[config.mk]
export PLATFORM = sky130hd
export DESIGN_NAME = avalonmm_arbiter
export DESIGN_NICKNAME = d
export VERILOG_FILES = /design/src/rtl/avalonmm_arb_pkg.sv /design/src/rtl/avalonmm_rd_tracker.sv /design/src/rtl/avalonmm_arbiter.sv
export SDC_FILE = /design/constraint.sdc
export NUM_CORES = 1
export LEC_CHECK = 0
export CAP_MARGIN = 20
export CORE_MARGIN = 3
export CORE_UTILIZATION = 46
export DETAILED_ROUTE_END_ITERATION = 8
export PLACE_DENSITY = 0.84
export SLEW_MARGIN = 20
export SYNTH_ARGS = -nofsm -noshare
export SYNTH_HDL_FRONTEND = slang
export SYNTH_SLANG_ARGS = --single-unit
[constraint.sdc]
create_clock -name clk -period 1.9 [get_ports clk]
set_clock_uncertainty 0.05 [all_clocks]
set_input_delay 0.19 -clock clk [delete_from_list [all_inputs] [get_ports clk]]
set_output_delay 0.19 -clock clk [all_outputs]
set_load 0.03 [all_outputs]
[src/rtl/avalonmm_arb_pkg.sv]
// Shared types and default constants for the two-master Avalon-MM arbiter.
package avalonmm_arb_pkg;

    typedef enum logic [1:0] {
        OWN0   = 2'd0,
        DRAIN0 = 2'd1,
        OWN1   = 2'd2,
        DRAIN1 = 2'd3
    } arb_state_t;

    localparam int DEF_MAX_OUTSTANDING = 4;
    localparam int DEF_HOLD_MAX        = 16;
    localparam int DEF_DEFAULT_OWNER   = 0;
    localparam int HOLD_W              = 5;

endpackage

[src/rtl/avalonmm_rd_tracker.sv]
// Counts reads accepted but not yet answered, with sticky overflow/underflow flags.
module avalonmm_rd_tracker
    import avalonmm_arb_pkg::*;
#(
    parameter int MAX_OUTSTANDING = DEF_MAX_OUTSTANDING,
    parameter int CNT_W           = $clog2(MAX_OUTSTANDING + 1)
) (
    input  logic             clk,
    input  logic             reset_n,
    input  logic             rd_accept,
    input  logic             rd_valid,
    input  logic             err_clear,
    output logic [CNT_W-1:0] count,
    output logic             err_overflow,
    output logic             err_underflow
);

    localparam logic [CNT_W-1:0] CNT_MAX = CNT_W'(MAX_OUTSTANDING);

    logic at_max;
    logic at_zero;
    logic ovf_evt;
    logic unf_evt;

    assign at_max  = (count == CNT_MAX);
    assign at_zero = (count == '0);
    assign ovf_evt = rd_accept & ~rd_valid & at_max;
    assign unf_evt = rd_valid & at_zero;

    always_ff @(posedge clk or negedge reset_n) begin
        if (!reset_n) begin
            count         <= '0;
            err_overflow  <= 1'b0;
            err_underflow <= 1'b0;
        end else begin
            // A simultaneous accept and response cancel; the count saturates at both ends.
            if (rd_accept && !rd_valid && !at_max)
                count <= count + 1'b1;
            else if (rd_valid && !rd_accept && !at_zero)
                count <= count - 1'b1;

            if (ovf_evt)
                err_overflow <= 1'b1;
            else if (err_clear)
                err_overflow <= 1'b0;

            if (unf_evt)
                err_underflow <= 1'b1;
            else if (err_clear)
                err_underflow <= 1'b0;
        end
    end

endmodule

[src/rtl/avalonmm_arbiter.sv]
// Two-master Avalon-MM ownership arbiter: switches the mux select only after the
// bus has drained, with a hold limit so a busy owner cannot starve the other.
module avalonmm_arbiter
    import avalonmm_arb_pkg::*;
#(
    parameter int MAX_OUTSTANDING = DEF_MAX_OUTSTANDING,
    parameter int HOLD_MAX        = DEF_HOLD_MAX,
    parameter int DEFAULT_OWNER   = DEF_DEFAULT_OWNER
) (
    input  logic                                 clk,
    input  logic                                 reset_n,
    input  logic                                 m0_read,
    input  logic                                 m0_write,
    input  logic                                 m1_read,
    input  logic                                 m1_write,
    input  logic                                 bus_read,
    input  logic                                 bus_write,
    input  logic                                 bus_waitrequest,
    input  logic                                 bus_readdatavalid,
    output logic                                 select,
    output logic                                 switching,
    output logic [$clog2(MAX_OUTSTANDING+1)-1:0] outstanding,
    input  logic                                 err_clear,
    output logic                                 err_overflow,
    output logic                                 err_underflow
);

    localparam int               CNT_W       = $clog2(MAX_OUTSTANDING + 1);
    localparam logic [HOLD_W-1:0] HOLD_LIM   = HOLD_W'(HOLD_MAX);
    localparam arb_state_t       RESET_STATE = (DEFAULT_OWNER == 0) ? OWN0 : OWN1;
    localparam logic             RESET_SEL   = (DEFAULT_OWNER != 0);

    arb_state_t        state;
    logic [HOLD_W-1:0] hold;
    logic              m0_req;
    logic              m1_req;
    logic              cur_req;
    logic              oth_req;
    logic              bus_cmd;
    logic              rd_acc;
    logic              wr_acc;
    logic              stalled;
    logic              drain_done;

    assign m0_req     = m0_read | m0_write;
    assign m1_req     = m1_read | m1_write;
    assign bus_cmd    = bus_read | bus_write;
    assign rd_acc     = bus_read & ~bus_waitrequest;
    assign wr_acc     = bus_write & ~bus_waitrequest;
    assign stalled    = bus_cmd & bus_waitrequest;
    // select always names the owner, in both the OWN and the DRAIN state of that owner.
    assign cur_req    = select ? m1_req : m0_req;
    assign oth_req    = select ? m0_req : m1_req;
    assign drain_done = (outstanding == '0) & ~rd_acc & ~bus_readdatavalid & ~bus_cmd;

    avalonmm_rd_tracker #(
        .MAX_OUTSTANDING (MAX_OUTSTANDING),
        .CNT_W           (CNT_W)
    ) u_rd_tracker (
        .clk           (clk),
        .reset_n       (reset_n),
        .rd_accept     (rd_acc),
        .rd_valid      (bus_readdatavalid),
        .err_clear     (err_clear),
        .count         (outstanding),
        .err_overflow  (err_overflow),
        .err_underflow (err_underflow)
    );

    always_ff @(posedge clk or negedge reset_n) begin
        if (!reset_n) begin
            state     <= RESET_STATE;
            select    <= RESET_SEL;
            switching <= 1'b0;
            hold      <= '0;
        end else begin
            case (state)
                OWN0, OWN1: begin
                    if (oth_req && (!cur_req || hold == HOLD_LIM) && !stalled) begin
                        state     <= (state == OWN0) ? DRAIN0 : DRAIN1;
                        switching <= 1'b1;
                        hold      <= '0;
                    end else if (!oth_req) begin
                        hold <= '0;
                    end else if ((rd_acc || wr_acc) && hold != HOLD_LIM) begin
                        hold <= hold + 1'b1;
                    end
                end
                DRAIN0, DRAIN1: begin
                    hold <= '0;
                    if (!oth_req) begin
                        state     <= (state == DRAIN0) ? OWN0 : OWN1;
                        switching <= 1'b0;
                    end else if (drain_done) begin
                        state     <= (state == DRAIN0) ? OWN1 : OWN0;
                        select    <= ~select;
                        switching <= 1'b0;
                    end
                end
                default: begin
                    state     <= RESET_STATE;
                    select    <= RESET_SEL;
                    switching <= 1'b0;
                    hold      <= '0;
                end
            endcase
        end
    end

endmodule

**Word-level counts from Yosys, hierarchy flattened**

Index checks and enable logic that the tools add are counted.
W data, S select, Z words.

- Register bits after elaboration: 14
- Input bits: 11
- Output and inout bits: 7
- Word-level logic and storage cells: 82

- Add/subtract/negate cells: 3
- Equality and inequality tests: 9
- Muxes and demuxes: 22
- Bitwise operators: 17
- Reductions and logical operators: 24

Operators with widths:

| cell | count |
|---|---|
| $mux W5 | 3 |
| $mux W2 | 6 |
| $pmux W5 S2 | 1 |
| $and A1 B1 Y1 | 9 |
| $mux W1 | 8 |
| $logic_and A1 B1 Y1 | 7 |
| $logic_not A1 Y1 | 6 |
| $mux W3 | 2 |
| $reduce_bool A2 Y1 | 3 |
| $add A5 B1 Y5 const B | 1 |
| $eq A5 B5 Y1 const B | 1 |
| $ne A5 B5 Y1 const B | 1 |
| $not A1 Y1 | 5 |
| $eq A2 B2 Y1 const B | 2 |
| $ne A4 B4 Y1 const B | 1 |
| $pmux W2 S2 | 1 |
| $reduce_or A2 Y1 | 2 |
| $add A3 B1 Y3 const B | 1 |
| $eq A3 B3 Y1 const B | 1 |
| $logic_not A3 Y1 | 1 |
| $ne A3 B3 Y1 const B | 1 |
| $or A1 B1 Y1 | 3 |
| $reduce_and A3 Y1 | 1 |
| $sub A3 B1 Y3 const B | 1 |
| other kinds (6) | 7 |

**Logic depth before layout (Yosys ltp)**

Gate-level depths: netlist (run 1).

- Word-level depth: 9
- Mapped depth: 7

**By module**

Synthesis (run 1) repeated with hierarchy kept, for this count alone.

- Cell total of the unflattened synthesis: 76
- Area, all modules: 723.2 um2

By module, submodules not included:

| module | times used | cells an instance | area each (um2) |
|---|---|---|---|
| avalonmm_arbiter | 1 | 43 | 416.6 |
| avalonmm_rd_tracker | 1 | 33 | 306.5 |

**Worst setup path before layout (run 1)**

Ideal clock, no wire load.

- Path kind: flip-flop to flip-flop
- Start point: reg u_rd_tracker.count[0]
- End point: reg u_rd_tracker.count[2]
- Library setup time: 0.138 ns
- Data arrival time: 1.714 ns
- Required time: 1.712 ns
- Path slack: -0.002 ns
- Stages on the path, launching flop included: 8
- Buffers on the path: 0
- Period minus slack after synthesis: 1.902 ns
- Cells stage by stage: dfrtp_1 nor2_1 nand2_1 nand2_1 fa_1 nor4b_1 a31oi_1 xnor2_1

- Word-level cells in the longest chain between the ends: 4
- Elaborated cells between the ends (all ways): 11

Ends and longest elaborated chain:

| what | line | source |
|---|---|---|
| start, declared | avalonmm_rd_tracker.sv:13 | `output logic [CNT_W-1:0] count,` |
| start signal, assigned | avalonmm_rd_tracker.sv:38 | `count <= count + 1'b1;` |
| start signal, assigned | avalonmm_rd_tracker.sv:40 | `count <= count - 1'b1;` |
| branches (longest 4 deep; another with $sub A3 B1 Y3) | -- |  |

Several ways; the timed one is not identified. The select of a mux whose other input is x is not followed.
A chain may end at the register's enable or synchronous reset.

**Final worst setup path (run 1)**

- Start point: in bus_waitrequest
- End point: reg u_rd_tracker.count[2]

- Word-level cells in the longest chain between the ends: 6
- Elaborated cells between the ends (all ways): 9

Ends and longest elaborated chain:

| what | line | source |
|---|---|---|
| start, declared | avalonmm_arbiter.sv:18 | `input logic bus_waitrequest,` |
| $not A1 Y1 (*) | avalonmm_arbiter.sv:48 | `assign rd_acc = bus_read & ~bus_waitrequest;` |
| $and A1 B1 Y1 (*) | avalonmm_arbiter.sv:48 |  |
| $logic_not A1 Y1 | avalonmm_rd_tracker.sv:39 | `else if (rd_valid && !rd_accept && !at_zero)` |
| $logic_and A1 B1 Y1 (2 in a row) | avalonmm_rd_tracker.sv:39 |  |
| $reduce_bool A2 Y1 (no source line) | -- |  |

Every way passes the cells marked *; elsewhere a longest branch is shown, timed or not.

==> results.toml, run 1 <==
[placed_design]
portBuffers = 17
globalplace.congestion = 0.7844
dp_hpwl_microns = 1252
dp.cells = 103
placed_cell_area_sq_um = 933.4

[finish]
final_cells = 107
area_growth_pct = 41.76
nets = 107
layout-drive-gt1-share = 0.2283
diodes = 0
design_area_sq_um = 989.7
utilization = 0.7244

[global_routing]
gr-usage-all-layers = 0.1810
use_met2 = 0.3305
grt_pass1_wl_microns = 2539
grt_max_degree = 13
top_usage_layer = "met2"
use_met1 = 0.1930
grt_util_met3 = 0.03984
antenna_found_initial = 0
grt_pass1_vias = 583
grt-ovfl-total = 0

[power]
p_leak_nw = 0.4255
finalPower_mw = 1.247
peakVddDrop_mv = 0.8012
p_per_area_nw_per_um2 = 1260

[sta]
slew_violations = 0
slew_headroom = 0.6480
min_period_ps = 1842
fin_crit_sh = 0.9694
setup_viol = 0
fin_hold_ws_ps = 209.0
tightest_slew_ps = 526.4
rsz0062_at_grt = "no"
fmax_mhz = 542.9
hold_viol = 0

[die]
die_y_microns = 44.96
die_w_microns = 44.96
initial_utilization = 0.5110
boundaryPins = 18
coreArea_sq_um = 1366
core.rowCount = 13
dieArea_sq_um = 2021

[critical_path]
startpoint = "bus_waitrequest"
r2r-end = "select"
r2r_cells = 5
ff2ff_setup_slack_ps = 140
cp.arrival_ps = 1960
crit_chain = "clkdlybuf4s50_1, and2b_1, nor2b_2, nand2_1, fa_2, nor4b_4, a31oi_1, xnor2_1"
cp_slowest_cell = "clkdlybuf4s50_1"
crit_fanout = 3
r2r-start = "u_rd_tracker.count[1]"
critPathLaunchType = "primary input"
worstSetupPathType = "primary input to register"
required_ps = 2010
max_stage_delay_ps = 440
worst_setup_path_end_kind = "register"

[yosys]
ys_seq_area_frac = 0.4301
synthCells = 65
netlist_area_sq_um = 698.2
synth_area_per_cell_sq_um = 10.74
syn-num-nets = 79
synth_warnings = 0
ys_ff_latch = 12
ys_types = 30

[cts]
cts_made_buffers = 3
clock_tree.root_cell = "clkbuf_4"
postCtsSetupRepairBufs = 0
cts_buffer_depth = 2
cts_tree = "yes"
path_clk_slew_ps = 80
htree_levels = 1
clock-sinks = 12
clock_latency_ps = 270
cts_hold_buf = 0

[route]
wirelength_microns = 1569
drt-initial-drc-count = 8
drt-pass1-iter-count = 4
drc = 0
ant_nets = 0
dr_total_vias = 590
viasPerCell = 5.514
wl_per_cell_microns = 14.66

[outcome]
run_status = "complete, no violations"

[run]
cap_violations = 0

[worst_hold_path]
hp-class = "primary input to async pin"
-- final cells by class --
cell class	count	area, sq um
Sequential cell	12	301.5
Clock buffer	4	36.28
Timing Repair Buffer	23	215.2
Fill cell	112	376.6
Multi-Input combinational cell	50	406.6
Inverter	3	11.26
Tap cell	15	18.77
-- kinds of logic (layout without fill, tap and decap cells) --
kind of cell,Yosys count,after routing,share of synthesized area
and+or+nand+nor,27,27,0.2527
adders and majority gates,3,3,0.06451
DFF,12,12,0.4301
muxes,2,2,0.02867
AOI/OAI and AO/OA,10,10,0.1075
xor gates and xnor gates,8,8,0.1004
buffers and inverters,3,30,0.01613
-- synthesized netlist by cell type --
master     n  area share
and3b_1    1       0.013
o21ai_0    2       0.014
ha_1       2       0.036
a22o_2     1       0.014
nor2_1    10       0.054
nand3b_1   1       0.011
nor2b_1    2       0.018
xnor2_1    5       0.063
a32o_1     1       0.014
o21ba_2    1       0.014
inv_1      3       0.016
fa_1       1       0.029
nand4_1    2       0.018
nor4b_4    1       0.034
o22ai_1    1      0.0090
dfrtp_1   12        0.43
and4bb_2   1       0.018
a31oi_1    1      0.0090
nand2_1    2       0.011
nor3_2     1       0.014
a21o_1     1       0.011
nor3_1     2       0.014
o22a_2     1       0.014
and2_1     1      0.0090
and2b_1    1       0.011
xor2_1     3       0.038
nor4b_1    1       0.013
and3_4     1       0.016
mux2i_1    2       0.029
a21oi_1    1      0.0072
-- power by group --
part	switching (mW)	total (mW)	internal (mW)
Clock	0.0866	0.203	0.116
Combinational	0.325	0.632	0.306
Sequential	0.0858	0.412	0.326
Total	0.498	1.25	0.749
-- worst max-delay path: cells and delay by family --
family / cells / cell delay (ps)
AO/OA/AOI/OAI: 1 / 80
XOR/XNOR: 1 / 130
adder cells (fa/ha/maj): 1 / 370
buffers and inverters: 1 / 440
AND/OR/NAND/NOR: 4 / 750
-- worst max path at each step --
stage | cells past startpoint | endpoint | slack (ps)
after global routing | 8 | u_rd_tracker.count[2] | 0.4
after global placement | 8 | u_rd_tracker.count[2] | -210
after detailed placement | 8 | u_rd_tracker.count[2] | -360
after floorplan | 7 | u_rd_tracker.count[2] | 3
after CTS | 8 | u_rd_tracker.count[2] | 9
final | 8 | u_rd_tracker.count[2] | 60
-- registers in the layout, indices dropped and copies added (netlist names) --
| register | count |
|---|---|
| hold | 5 |
| select | 1 |
| state | 1 |
| u_rd_tracker.count | 3 |
| u_rd_tracker.err_overflow | 1 |
| u_rd_tracker.err_underflow | 1 |
-- metrics by stage --
step	TNS [ps]	worst slack, ps
finish	0	58.10
global placement	-213.4	-213.4
detailed placement	-435.6	-357.3
floorplan	0	3.166
CTS	0	9.064
global route	0	0.4072
-- per-layer routing --
layer,part of all wire,up-vias
li1,-,283
met1,0.38,285
met2,0.54,18
met3,0.054,4
met4,0.018,0
met5,0,-
-- cell usage in the layout, fill, tap and decap left out, types with 3 or more instances in the layout --
cell type / n
buf_4: 6
clkbuf_4: 3
clkdlybuf4s50_1: 17
dfrtp_1: 11
inv_1: 3
nor2_1: 10
xnor2_1: 5
xor2_1: 3
-- what timing repair did --
item                       4_1_cts  5_1_grt
setup endpoints to repair        1        1
pin swaps                        0        1
resized for setup                2        2
Power figures use the tool's default switching activity.
==> inputs of run 2 (changes only) <==
--- a/config.mk
+++ b/config.mk
@@ -9,7 +9,7 @@
 export CORE_MARGIN = 3
 export CORE_UTILIZATION = 46
 export DETAILED_ROUTE_END_ITERATION = 8
-export PLACE_DENSITY = 0.84
+export PLACE_DENSITY = 0.76
 export SLEW_MARGIN = 20
 export SYNTH_ARGS = -nofsm -noshare
 export SYNTH_HDL_FRONTEND = slang
==> results.toml, run 2 (synthesis results as in run 1) <==
[die]
coreArea_sq_um = 1366
die_y_microns = 44.96
die_w_microns = 44.96
core.rowCount = 13
dieArea_sq_um = 2021
initial_utilization = 0.5110
boundaryPins = 18

[route]
viasPerCell = 5.333
dr_total_vias = 576
drt-initial-drc-count = 8
wirelength_microns = 1478
ant_nets = 0
wl_per_cell_microns = 13.69
drc = 0
drt-pass1-iter-count = 4

[finish]
final_cell_mix = "16 x clkdlybuf4s50_1, 11 x dfrtp_1, 10 x nor2_1, 7 x buf_4, 5 x xnor2_1"
layout-drive-gt1-share = 0.2581
diodes = 0
nets = 108
layout_commonest_cell = "clkdlybuf4s50_1"
reg_top3 = "hold: 5 flops, u_rd_tracker.count: 3 flops"
area_growth_pct = 45.16
fillCellCount = 100
largest_register = "hold"
largest_reg_flops = 5
design_area_sq_um = 1013

[sta]
fin_hold_ws_ps = 220.1
final.setup.tns_ps = 0
hold_viol = 0
tightest_slew_ps = 562.3
slew_headroom = 0.6240
min_period_ps = 1827
fin_crit_sh = 0.9618
fmax_mhz = 547.2
slew_violations = 0
setup_viol = 0
setup_slack_ps = 72.64

[global_routing]
antenna_found_initial = 0
grt_pass1_wl_microns = 2401
gr-usage-all-layers = 0.1638
grt-ovfl-total = 0
grt_pass1_vias = 540
grt_max_degree = 13

[placed_design]
preCtsSetupSlack_ps = -292.4
dp_hpwl_microns = 1097
placed_cell_area_sq_um = 933.4
portBuffers = 17
globalplace.congestion = 0.7067

[critical_path]
worst_setup_path_end_kind = "register"
critPathLaunchType = "primary input"
r2r-end = "u_rd_tracker.count[2]"
ff2ff_setup_slack_ps = 140
worstSetupPathType = "primary input to register"
crit_fanout = 2
r2r-start = "u_rd_tracker.count[0]"
r2r_cells = 7
cp.arrival_ps = 1970
required_ps = 2040

[cts]
clock-sinks = 12
cts_tree = "yes"
clock_tree.root_cell = "clkbuf_4"
path_clk_slew_ps = 80
clock_latency_ps = 270
cts_buffer_depth = 2
htree_levels = 1
cts_made_buffers = 3

[run]
cap_violations = 0

[power]
p_leak_nw = 0.4423
p_per_area_nw_per_um2 = 1253
peakVddDrop_mv = 0.6740

[worst_hold_path]
hp-class = "primary input to async pin"

[outcome]
run_status = "complete, no violations"
[run 2: report_power, final]
part,switching (mW),internal (mW)
logic,0.333,0.323
registers,0.0763,0.326
clock network,0.0936,0.117
[run 2: routing by layer]
layer  vias up  track usage  share of wire
met2        17       0.2599           0.49
met4         0      0.08772          0.018
li1        283            -              -
met5         -            0              0
met3         4      0.02789          0.047
met1       272       0.2111           0.44
[run 2: worst max-delay path by stage]
stage	from	to	cells past startpoint
3_3_place_gp	bus_waitrequest	u_rd_tracker.count[2]	8
5_1_grt	bus_read	u_rd_tracker.count[2]	8
3_5_place_dp	bus_waitrequest	u_rd_tracker.count[2]	8
2_1_floorplan	u_rd_tracker.count[1]	u_rd_tracker.count[2]	7
4_1_cts	bus_waitrequest	u_rd_tracker.count[2]	8
6_report	bus_read	u_rd_tracker.count[2]	8
[run 2: what timing repair did]
item,CTS,global route
hold buffers,0,0
resized for setup,1,7
endpoints found under the setup margin,1,1
pin swaps,0,3
setup buffers,0,1
[run 2: layout make-up]
class / instances / area [sq um] / share of cell area
Multi-Input combinational cell: 50 / 420.4 / 0.4148
Sequential cell: 12 / 301.5 / 0.2975
Timing Repair Buffer: 24 / 225.2 / 0.2222
Clock buffer: 4 / 36.28 / 0.03580
Tap cell: 15 / 18.77 / 0.01852
Inverter: 3 / 11.26 / 0.01111
[run 2: stage by stage]
stage                     std cells    util  power (mW)
after CTS                       107  0.7143       1.232
after floorplan                  65       -      0.7531
after global placement          103  0.6832      0.9885
after global routing            108  0.7418       1.353
final                           108  0.7418       1.269
after detailed placement        103  0.6832       1.008
[run 2: critical path, stage by stage]
cell	delay [ps]
clkdlybuf4s50_1	490
and2b_1	150
nor2b_4	150
nand2_2	70
fa_2	380
nor4b_4	270
a31oi_2	70
xnor2_1	190
